`src/rtl/torque_ramp_controller.sv`:
```
// Torque ramp sequencer: steps applied torque toward the commanded level once per tick,
// forcing torque to 0 before any direction change, with estop and HOLD watchdog handling.
module torque_ramp_controller #(
    parameter int unsigned TICK_CYCLES   = 5000000,
    parameter int unsigned MAX_TORQUE    = 4,
    parameter int unsigned TIMEOUT_TICKS = 20
) (
    input  logic       clk,
    input  logic       rst_n,
    input  logic       cmd_valid,
    output logic       cmd_ready,
    input  logic [1:0] cmd_instruction,
    input  logic [2:0] cmd_torque,
    input  logic       estop,
    output logic       enable,
    output logic [1:0] instruction,
    output logic [2:0] torque,
    output logic       busy,
    output logic       timeout
);

    localparam int unsigned PW = $clog2(TICK_CYCLES);
    localparam int unsigned WW = $clog2(TIMEOUT_TICKS + 1);
    localparam logic [PW-1:0] PRESC_LAST = PW'(TICK_CYCLES - 1);
    localparam logic [WW-1:0] WD_LAST    = WW'(TIMEOUT_TICKS);
    localparam logic [2:0]    MAX_T      = 3'(MAX_TORQUE);

    typedef enum logic [1:0] {IDLE, RAMP, HOLD, ESTOP} state_t;

    state_t        state_q, state_n;
    logic [PW-1:0] presc_q;
    logic [WW-1:0] wd_q, wd_n, wd_inc;
    logic [1:0]    tgt_instr_q, tgt_instr_n, instr_n;
    logic [2:0]    tgt_torque_q, tgt_torque_n, torque_n, cmd_clamped;
    logic          timeout_n, tick, accept, differs;

    // Free-running step prescaler; commands never restart it
    always_ff @(posedge clk or negedge rst_n) begin
        if (!rst_n) presc_q <= '0;
        else if (presc_q == PRESC_LAST) presc_q <= '0;
        else presc_q <= presc_q + PW'(1);
    end

    assign tick        = (presc_q == PRESC_LAST);
    assign cmd_clamped = (cmd_torque > MAX_T) ? MAX_T : cmd_torque;
    assign accept      = cmd_valid && cmd_ready && !estop;
    assign differs     = (cmd_instruction != instruction) || (cmd_clamped != torque);
    assign wd_inc      = wd_q + WW'(1);

    always_ff @(posedge clk or negedge rst_n) begin
        if (!rst_n) begin
            state_q      <= IDLE;
            wd_q         <= '0;
            tgt_instr_q  <= 2'b00;
            tgt_torque_q <= 3'd0;
            instruction  <= 2'b00;
            torque       <= 3'd0;
            enable       <= 1'b0;
            busy         <= 1'b0;
            timeout      <= 1'b0;
            cmd_ready    <= 1'b1;
        end else begin
            state_q      <= state_n;
            wd_q         <= wd_n;
            tgt_instr_q  <= tgt_instr_n;
            tgt_torque_q <= tgt_torque_n;
            instruction  <= instr_n;
            torque       <= torque_n;
            enable       <= (state_n == RAMP) || (state_n == HOLD);
            busy         <= (state_n == RAMP);
            timeout      <= timeout_n;
            cmd_ready    <= (state_n != ESTOP);
        end
    end

    // Next state: estop wins, then the tick step (old target), then command accept
    always_comb begin
        state_n      = state_q;
        wd_n         = wd_q;
        tgt_instr_n  = tgt_instr_q;
        tgt_torque_n = tgt_torque_q;
        instr_n      = instruction;
        torque_n     = torque;
        timeout_n    = 1'b0;

        if (estop) begin
            state_n      = ESTOP;
            torque_n     = 3'd0;
            tgt_instr_n  = 2'b00;
            tgt_torque_n = 3'd0;
            wd_n         = '0;
        end else begin
            unique case (state_q)
                IDLE: torque_n = 3'd0;
                RAMP: begin
                    if (tick) begin
                        if (instruction != tgt_instr_q) begin
                            if (torque != 3'd0) torque_n = torque - 3'd1;
                            else instr_n = tgt_instr_q;
                        end else if (torque < tgt_torque_q) begin
                            torque_n = torque + 3'd1;
                        end else if (torque > tgt_torque_q) begin
                            torque_n = torque - 3'd1;
                        end else begin
                            state_n = (torque != 3'd0) ? HOLD : IDLE;
                        end
                    end
                end
                HOLD: begin
                    if (tick) begin
                        if (wd_inc == WD_LAST) begin
                            wd_n         = '0;
                            tgt_torque_n = 3'd0;
                            timeout_n    = 1'b1;
                            state_n      = RAMP;
                        end else begin
                            wd_n = wd_inc;
                        end
                    end
                end
                ESTOP: begin
                    torque_n = 3'd0;
                    state_n  = IDLE;
                end
            endcase

            if (accept) begin
                tgt_instr_n  = cmd_instruction;
                tgt_torque_n = cmd_clamped;
                wd_n         = '0;
                timeout_n    = 1'b0;
                if (state_q == IDLE) state_n = (cmd_clamped != 3'd0) ? RAMP : IDLE;
                else state_n = differs ? RAMP : state_q;
            end
        end
    end

endmodule

```
`config.mk`:
```
export PLATFORM = sky130hd
export DESIGN_NAME = torque_ramp_controller
export DESIGN_NICKNAME = d
export VERILOG_FILES = /design/src/rtl/torque_ramp_controller.sv
export SDC_FILE = /design/constraint.sdc
export NUM_CORES = 1
export LEC_CHECK = 0
export CORE_ASPECT_RATIO = 1.1
export CORE_MARGIN = 4
export CORE_UTILIZATION = 55
export DETAILED_ROUTE_END_ITERATION = 8
export PLACE_DENSITY = 0.76
export RECOVER_POWER = 50
export SETUP_SLACK_MARGIN = 0.3
export SYNTH_ARGS = -nofsm -noshare
export SYNTH_HDL_FRONTEND = slang
export SYNTH_SLANG_ARGS = --single-unit
```
`constraint.sdc`:
```
create_clock -name clk -period 2.6 [get_ports clk]
set_input_delay 0.52 -clock clk [delete_from_list [all_inputs] [get_ports clk]]
set_output_delay 0.52 -clock clk [all_outputs]
set_load 0.1 [all_outputs]
```
==> flow_metrics.tcl, run 1 <==
set metrics [dict create \
    ff_latch_area_um2 1120 \
    grt_overflow 0 \
    wl_um 5000 \
    crit_start "torque[2]$_DFFE_PN0P_" \
    gp_congestion 0.881 \
    tightest_slew_ps 1420 \
    synth_xor_xnor_area_share_pct 9.37 \
    die_h_um 77.7 \
    synth-edff-count 0 \
    grt_max_degree 27 \
    drtPass1Iterations 4 \
    htree_num_levels 2 \
    synth_compound_area_share_pct 9.57 \
    hold_viol_final 0 \
    rsz0062_at_grt "true" \
    path_cells "ha_4, nand3_4, nor4_4, a31oi_1, or4_1, o311a_1, ha_2" \
    yosysUniqueCellTypes 49 \
    path_buf_inv 0 \
    synth_ff_type "dfrtp_1" \
    area_growth_pct 19.2 \
    io_pins 18 \
    crit_required_ps 2840 \
    hold_slack_ps 484 \
    drc 0 \
    vdd_ir_drop_max_mv 0.337 \
    antenna_found_initial 0 \
    async_flop_share_pct 100 \
    cts_tree "built" \
    multiInputGateArea_um2 1320 \
    initial_core_util_pct 56.7 \
    final.setup.tns_ps 0 \
    ys_warn_count 0 \
    yosysTopAreaCell "dfrtp_1" \
    cp-endpoint "enable$_DFF_PN0_" \
    rr_endpoint "enable$_DFF_PN0_" \
    syn_area_per_cell_um2 10.1 \
    clkSinkCount 44 \
    syn-cell-area_um2 2430 \
    synthesis.nets 261 \
    syn_inst 240 \
    die_w_um 71.4 \
    critical_path.top_delay_family "simple AND/OR/NAND/NOR gates" \
    status "finished clean" \
    synth.area.top_cells "dfrtp_1 (44%), ha_1 (6.2%), xnor2_1 (5.4%)" \
    port_buffers 17 \
    cts-buffers-inserted 5 \
    coreArea_um2 4290 \
    synth_top_family_by_area "simple AND/OR/NAND/NOR gates" \
    ctsHoldBuffers 0 \
    grt_util_all_layers_pct 18.7 \
    synthDominantCellAreaShare_pct 44.3 \
    grt_pass1_vias 1823 \
    start_kind "flip-flop" \
    cts.path.max_buffers 2 \
    crit_cells 7 \
    end_kind "flip-flop" \
    cts_root_buffer "clkbuf_8" \
    clock_latency_ps 300 \
    ys_ff_latch 44 \
    synth-adder-area-share_pct 6.18 \
    synthSimpleGateAreaFrac_pct 23.6 \
    finClkSkew_ps 10.5 \
    fillerInstances 340 \
    finalCriticalPeriod_ps 2330 \
    r2r-start "torque[2]$_DFFE_PN0P_" \
    rows 25 \
    min_path_type "flip-flop to flip-flop" \
    setup_viol 0 \
    dp_hpwl_um 3530 \
    antenna_cells 0 \
    fin_crit_sh_pct 89.6 \
    synthMuxAreaShare_pct 2.99 \
    max_cap_violations 0 \
    final_nets 295 \
    slowest_delay_ps 530 \
    die_area_um2 5550 \
    yosysSeqAreaShare_pct 45.3 \
    slew_headroom_pct 5.53 \
    slowest_stage "dfrtp_4" \
    vias_per_cell 5.71 \
    vias 1879 \
    wl_per_cell_um 15.2 \
    drtAntennaViolNets 0 \
    cp_max_fo 6 \
    drv_slew 0 \
    layout-drive-gt1-share_pct 18.5 \
    clkSlewWorstSetupHoldPaths_ps 90 \
    pwr_density_cell_nw_per_um2 855 \
    worstPathArrival_ps 2570 \
    fmax_mhz 429 \
    ff2ff_path_depth 7 \
    leakage_uw 0.00135 \
    drt_iter0_markers 81 \
    grt_pass1_wl_um 8310 \
    regToRegSetupSlack_ps 270 \
    worstSetupPathType "flip-flop to flip-flop" \
]
power breakdown:
part | leakage (uW) | switching (uW) | total (uW) | internal [uW]
logic | 0.000718 | 681 | 1120 | 440
registers | 0.000576 | 73.0 | 837 | 764
clock network | 0.0000541 | 235 | 520 | 284
total | 0.00135 | 990 | 2480 | 1490
synthesized netlist by cell type (2+ instances only):
master    number
dfrtp_1       43
and4_1         3
xnor2_1       15
nand3_1       10
mux2_2         2
nor2b_1        6
mux2i_1        5
a31o_2         2
xor2_1        11
ha_1          12
nor3_1         5
nor2_1        29
a31oi_1        5
o311a_1        2
or3_1          3
nor4_1         2
nor4b_1        2
nand3b_1       3
nand2_1       13
a21oi_1        6
clkbuf_1       2
inv_1         13
a22o_1         5
nand4_1        8
nand2b_1       3
o21ai_0        5
and3_1         3
final cells by class:
class,instances,share of cell area [%]
clock buffers,5,2.37
clock inverters,3,1.47
inverters,13,1.77
multi-input cells,180,45.5
flip-flops and latches,44,38.5
well taps,54,2.33
repair buffers,30,8.03
worst min path at each step:
stage	startpoint	end	slack [ps]	cells after the start
after floorplan	rst_n	busy$_DFF_PN0_	220	0
after global placement	presc_q[0]$_DFF_PN0_	presc_q[0]$_DFF_PN0_	480	1
after detailed placement	presc_q[0]$_DFF_PN0_	presc_q[0]$_DFF_PN0_	480	1
after CTS	rst_n	torque[1]$_DFFE_PN0P_	230	1
after global routing	presc_q[4]$_DFF_PN0_	presc_q[4]$_DFF_PN0_	520	1
final	presc_q[4]$_DFF_PN0_	presc_q[4]$_DFF_PN0_	480	1
state kept, by name, indices dropped and copies added, names as in the netlist:
signal	count
enable	1
presc_q	23
busy	1
wd_q	5
tgt_instr_q	2
timeout	1
instruction	2
tgt_torque_q	3
cmd_ready	1
torque	3
state_q	2
through the flow:
stage / instances / total power, uW / area [um^2] / worst slack, ps / util (%)
floorplan: 240 / 1570 / 2460 / 196 / -
detailed placement: 313 / 1790 / 2690 / 235 / 62.7
global placement: 313 / 1770 / 2690 / 197 / 62.7
global route: 329 / 2620 / 2900 / 191 / 67.6
CTS: 323 / 2350 / 2810 / 314 / 65.6
finish: 329 / 2480 / 2900 / 269 / 67.6
per-layer routing:
layer | vias up | share of wire [%] | global-route usage [%] | wire (um)
met1 | 903 | 43 | 23.8 | 2130
met5 | - | 0 | 0 | 0
met2 | 47 | 52 | 32.0 | 2580
met4 | 0 | 1.4 | 4.70 | 69
met3 | 7 | 4.4 | 4.02 | 222
li1 | 922 | - | - | -
cells in the final DEF (no fill, tap or decap), types with 5 or more instances in the layout:
| cell | n |
|---|---|
| clkbuf_8 | 5 |
| ha_1 | 8 |
| nor2_1 | 29 |
| inv_1 | 12 |
| xnor2_1 | 15 |
| nor2b_1 | 6 |
| a22o_1 | 5 |
| mux2i_1 | 5 |
| o21ai_0 | 5 |
| buf_4 | 20 |
| nand2_1 | 13 |
| xor2_1 | 11 |
| nand3_1 | 10 |
| nand4_1 | 8 |
| nor3_1 | 5 |
| clkdlybuf4s50_1 | 7 |
| dfrtp_1 | 38 |
| a21oi_1 | 6 |
| a31oi_1 | 5 |
kinds of logic after synthesis:
logic type / count (synthesis)
AND/OR/NAND/NOR: 102
flip-flops: 44
AO/OA/AOI/OAI: 33
XOR/XNOR: 26
buffers and inverters: 16
adder cells (fa/ha/maj): 12
multiplexers: 7
timing repair:
action	CTS	global route
resized for setup	0	6
setup endpoints to repair	1	3
cloned	0	0
setup buffers	2	6
pin swaps	1	5
No activity file was read; power rests on OpenSTA's default activity.
==> run 2: changes to the inputs <==
--- a/config.mk
+++ b/config.mk
@@ -6,10 +6,10 @@
 export NUM_CORES = 1
 export LEC_CHECK = 0
 export CORE_ASPECT_RATIO = 1.1
-export CORE_MARGIN = 4
-export CORE_UTILIZATION = 55
+export CORE_MARGIN = 2
+export CORE_UTILIZATION = 54
 export DETAILED_ROUTE_END_ITERATION = 8
-export PLACE_DENSITY = 0.76
+export PLACE_DENSITY = 0.74
 export RECOVER_POWER = 50
 export SETUP_SLACK_MARGIN = 0.3
 export SYNTH_ARGS = -nofsm -noshare
==> run 2 against run 1 <==
Compared with the run above: the run now ends with capacitance limit, slew limit left; non-clock buffer count is the same; die area decreased by 8.9%; combinational power down 11%; clock skew shrank 6.1 ps; sequential power fell by 0.5%; critical endpoint unchanged; critical path depth stayed put; maximum frequency grew 5.1%; critical path type unchanged; utilization fell by 1.5 points; global-route usage grew 2.9 points; sequential share of layout area increased by 0.57 points; cell count grew 0.30%.
==> flow_metrics.tcl, run 2 (synthesized netlist as in run 1, its figures left out) <==
set metrics [dict create \
    cp_max_fo 7 \
    gr-usage-met3_pct 4.69 \
    cts_tree "built" \
    cts.path.max_buffers 2 \
    grt_util_all_layers_pct 21.6 \
    worstPathArrival_ps 2410 \
    die_h_um 74.4 \
    finClkSkew_ps 4.43 \
    use_met1_pct 27.5 \
    antenna_found_initial 0 \
    worstSetupPathType "flip-flop to flip-flop" \
    mostFrequentLayoutCells "dfrtp_1 (38), nor2_1 (29), buf_4 (20), xnor2_1 (15), nand2_1 (13)" \
    grt_overflow 0 \
    rsz0062_at_grt "false" \
    wl_per_cell_um 14.9 \
    fin_crit_sh_pct 85.3 \
    status "finished, violations left" \
    rows 25 \
    drv_slew 30 \
    mostFrequentLayoutCell "dfrtp_1" \
    start_kind "flip-flop" \
    final.setup.tns_ps 0 \
    grt_pass1_wl_um 8210 \
    grt_max_degree 30 \
    die_area_um2 5060 \
    setup_viol 0 \
    crit_required_ps 2790 \
    vdd_ir_drop_max_mv 0.436 \
    fmax_mhz 451 \
    cts_root_buffer "clkbuf_8" \
    globalRouteMet2Util_pct 36.7 \
    port_buffers 17 \
    io_pins 18 \
    clock_latency_ps 300 \
    cts-buffers-inserted 5 \
    htree_num_levels 2 \
    drc 0 \
    end_kind "flip-flop" \
    regToRegSetupSlack_ps 380 \
    vias 1873 \
    coreArea_um2 4320 \
    gp_congestion 0.828 \
    min_path_type "flip-flop to flip-flop" \
    reg_top3 "presc_q (23), wd_q (5)" \
    largest_reg_flops 23 \
    max_cap_violations 1 \
    tightest_slew_ps 1540 \
    dp_hpwl_um 3440 \
    leakage_uw 0.00134 \
    place_ws_ps 259 \
    failed_checks "capacitance limit, slew limit" \
    hold_viol_final 0 \
    top_register "presc_q" \
    clkSinkCount 44 \
    die_w_um 68.0 \
    grt_pass1_vias 1818 \
    finalCriticalPeriod_ps 2220 \
    final_nets 296 \
    layout-drive-gt1-share_pct 18.5 \
    drtAntennaViolNets 0 \
    busiest_layer "met2" \
    antenna_cells 0 \
    clkSlewWorstSetupHoldPaths_ps 90 \
    area_growth_pct 17.4 \
    setup_slack_ps 382 \
    pwr_density_cell_nw_per_um2 801 \
    wl_um 4900 \
    drt_iter0_markers 74 \
    drtPass1Iterations 6 \
    initial_core_util_pct 56.3 \
    slew_headroom_pct -2.97 \
    vias_per_cell 5.68 \
]
## run 2: area by class of cell
cell class              count  area, um^2
clock buffers               7        86.3
inverters                  13        51.3
clock inverters             1        7.51
well taps                  54        67.6
multi-input cells         181        1290
flip-flops and latches     44        1120
fillers                   353        1460
repair buffers             30         233
## run 2: per-layer routing
metal / vias up / part of all wire, %
met4: 0 / 1.1
li1: 928 / -
met1: 906 / 45
met2: 34 / 51
met5: - / 0
met3: 5 / 3.1
## run 2: final timing paths
kind,end,cells after the start,startpoint
min in group asynchronous,torque[1]$_DFFE_PN0P_,1,rst_n
max in group asynchronous,presc_q[12]$_DFF_PN0_,2,rst_n
worst max-delay path,enable$_DFF_PN0_,7,torque[2]$_DFFE_PN0P_
worst min register to register,presc_q[0]$_DFF_PN0_,1,presc_q[0]$_DFF_PN0_
worst max register to register,enable$_DFF_PN0_,7,torque[2]$_DFFE_PN0P_
worst min-delay path,presc_q[0]$_DFF_PN0_,1,presc_q[0]$_DFF_PN0_
## run 2: stage by stage
step | cells | total power (uW) | instance area (um^2) | utilization, % | hold WS [ps]
detailed placement | 313 | 1790 | 2690 | 62.2 | 481
floorplan | 240 | 1570 | 2460 | - | 224
finish | 330 | 2290 | 2860 | 66.1 | 489
global placement | 313 | 1780 | 2690 | 62.2 | 474
global route | 330 | 2410 | 2860 | 66.1 | 519
CTS | 322 | 2260 | 2790 | 64.6 | 269
## run 2: what timing repair did
action | 4_1_cts | 5_1_grt
pin swaps | 1 | 2
buffers inserted | 1 | 7
hold buffers | 0 | 0
endpoints found under the hold margin | 0 | 0
gates cloned | 0 | 1
resized for setup | 0 | 4
setup endpoints to repair | 1 | 5
## run 2: critical path, cell delays in order, from the launching register on
cell	delay, ps
dfrtp_4	520
ha_1	320
nand3_2	90
nor4_4	180
a31oi_1	120
or4_1	440
o311a_1	150
ha_1	290
## run 2: power by group
group	leakage, uW	total (uW)	internal (uW)	switching (uW)
logic	0.000723	997	351	646
clock network	0.0000445	456	216	240
registers	0.000576	833	763	69.8
total	0.00134	2290	1330	956
==> run 3: changes to the inputs <==
--- a/config.mk
+++ b/config.mk
@@ -15,3 +15,4 @@
 export SYNTH_ARGS = -nofsm -noshare
 export SYNTH_HDL_FRONTEND = slang
 export SYNTH_SLANG_ARGS = --single-unit
+export TNS_END_PERCENT = 1
==> run 3 against run 2 <==
Compared with the run above: the flow now finishes without violations; clock-buffer cell count unchanged; combinational power is 3.3% lower; cell count shrank 1.8%; critical path depth increased by 1; power shrank 2.5%; critical path type unchanged.
==> flow_metrics.tcl, run 3 (synthesized netlist as in run 1, its figures left out) <==
set metrics [dict create \
    gp_congestion 0.868 \
    reg_top3 "presc_q (23), wd_q (5)" \
    slowest_delay_ps 520 \
    grt_pass1_wl_um 8400 \
    area_growth_pct 14.4 \
    wl_um 4920 \
    fillerInstances 363 \
    grt_overflow 0 \
    final_nets 290 \
    cts_resized 0 \
    finalCoreUtilization_pct 64.4 \
    largest_reg_flops 23 \
    fin_crit_sh_pct 88.6 \
    coreArea_um2 4320 \
    hold_start "presc_q[4]$_DFF_PN0_" \
    path_common_cell "ha_1" \
    fmax_mhz 434 \
    ff2ff_path_depth 8 \
    status "finished clean" \
    grt_util_all_layers_pct 22.3 \
    worstSetupPathType "flip-flop to flip-flop" \
    ff_latch_area_um2 1120 \
    drc 0 \
    final.setup.tns_ps 0 \
    wl_per_cell_um 15.2 \
    top_register "presc_q" \
    path_buf_inv 1 \
    antenna_found_initial 0 \
    drtPass1Iterations 4 \
    slowest_stage "dfrtp_4" \
    cts.path.max_buffers 2 \
    hold_viol_final 0 \
    port_buffers 17 \
    ctsHoldBuffers 0 \
    die_h_um 74.4 \
    r2r-start "torque[1]$_DFFE_PN0P_" \
    finalCriticalPeriod_ps 2300 \
    tightest_slew_ps 1480 \
    rows 25 \
    min_path_type "flip-flop to flip-flop" \
    initial_core_util_pct 56.3 \
    grt_max_degree 29 \
    top_layer_used "met4" \
    drtAntennaViolNets 0 \
    die_area_um2 5060 \
    multiInputGateArea_um2 1270 \
    cp_max_fo 7 \
    mostFrequentLayoutCell "dfrtp_1" \
    min_path_cells 1 \
    finClkSkew_ps 8.96 \
    cts-buffers-inserted 5 \
    critical_path.top_delay_family "simple AND/OR/NAND/NOR gates" \
    die_w_um 68.0 \
    crit_required_ps 2780 \
    dp_hpwl_um 3510 \
    drt_iter0_markers 110 \
    start_kind "flip-flop" \
    pwr_density_cell_nw_per_um2 802 \
    drv_slew 0 \
    htree_num_levels 2 \
    end_kind "flip-flop" \
    clkSinkCount 44 \
    cts_tree "built" \
    rr_endpoint "enable$_DFF_PN0_" \
    wl_met2_um 2440 \
    met3_length_um 143 \
    m1WireLength_um 2260 \
    max_cap_violations 0 \
    grt_pass1_vias 1809 \
    clkSlewWorstSetupHoldPaths_ps 90 \
    vias_per_cell 5.82 \
    cts_root_buffer "clkbuf_8" \
    clock_latency_ps 300 \
    worstHoldEndpoint "presc_q[4]$_DFF_PN0_" \
    rsz0062_at_grt "true" \
    vias 1887 \
    leakage_uw 0.00130 \
    antenna_cells 0 \
    io_pins 18 \
    setup_viol 0 \
    path_cells "ha_1, nor3b_1, nor4_4, buf_4, a31o_2, nand4_1, a31oi_1, ha_1" \
    worstPathArrival_ps 2490 \
    mostFrequentLayoutCells "dfrtp_1 (38), nor2_1 (29), xnor2_1 (15), buf_4 (15), nand2_1 (13)" \
    vdd_ir_drop_max_mv 0.424 \
    regToRegSetupSlack_ps 300 \
    layout-drive-gt1-share_pct 14.4 \
    slew_headroom_pct 1.55 \
]
run 3: worst max-delay path by stage:
stage                     startpoint          endpoint  slack [ps]  cells after the start
3_5_place_dp   torque[1]$_DFFE_PN0P_  enable$_DFF_PN0_         250                      7
6_report       torque[1]$_DFFE_PN0P_  enable$_DFF_PN0_         300                      8
5_1_grt        torque[1]$_DFFE_PN0P_  enable$_DFF_PN0_         180                      8
4_1_cts        torque[1]$_DFFE_PN0P_  enable$_DFF_PN0_         320                      7
3_3_place_gp           cmd_torque[1]  enable$_DFF_PN0_         240                      7
2_1_floorplan  torque[0]$_DFFE_PN0P_  enable$_DFF_PN0_         180                      8
run 3: what timing repair did:
| item | in CTS | in global routing |
|---|---|---|
| endpoints found under the setup margin | 1 | 6 |
| cloned | 0 | 1 |
| buffers inserted | 2 | 0 |
| pin swaps | 1 | 1 |
run 3: area by class of cell:
| type | count | share of cell area, % |
|---|---|---|
| well taps | 54 | 2.43 |
| clock inverters | 1 | 0.315 |
| repair buffers | 24 | 6.89 |
| multi-input cells | 181 | 45.6 |
| flip-flops and latches | 44 | 40.1 |
| inverters | 13 | 1.85 |
| clock buffers | 7 | 2.75 |
run 3: routing by layer:
metal	vias up	track usage, %
met2	30	36.2
li1	917	-
met1	932	29.6
met3	8	4.69
met5	-	0
met4	0	7.78
run 3: stage by stage:
stage          cell area [um^2]  hold WS, ps  setup slack, ps  std cells  total power (uW)
3_5_place_dp               2680          484              249        313              1780
4_1_cts                    2780          242              323        323              2240
2_1_floorplan              2460          224              184        240              1560
5_1_grt                    2780          517              185        324              2360
3_3_place_gp               2680          474              241        313              1770
6_report                   2780          483              296        324              2230
run 3: report_power, final:
group,internal (uW),total [uW],switching [uW]
sequential,763,833,69.2
combinational,328,964,636
clock,192,433,241
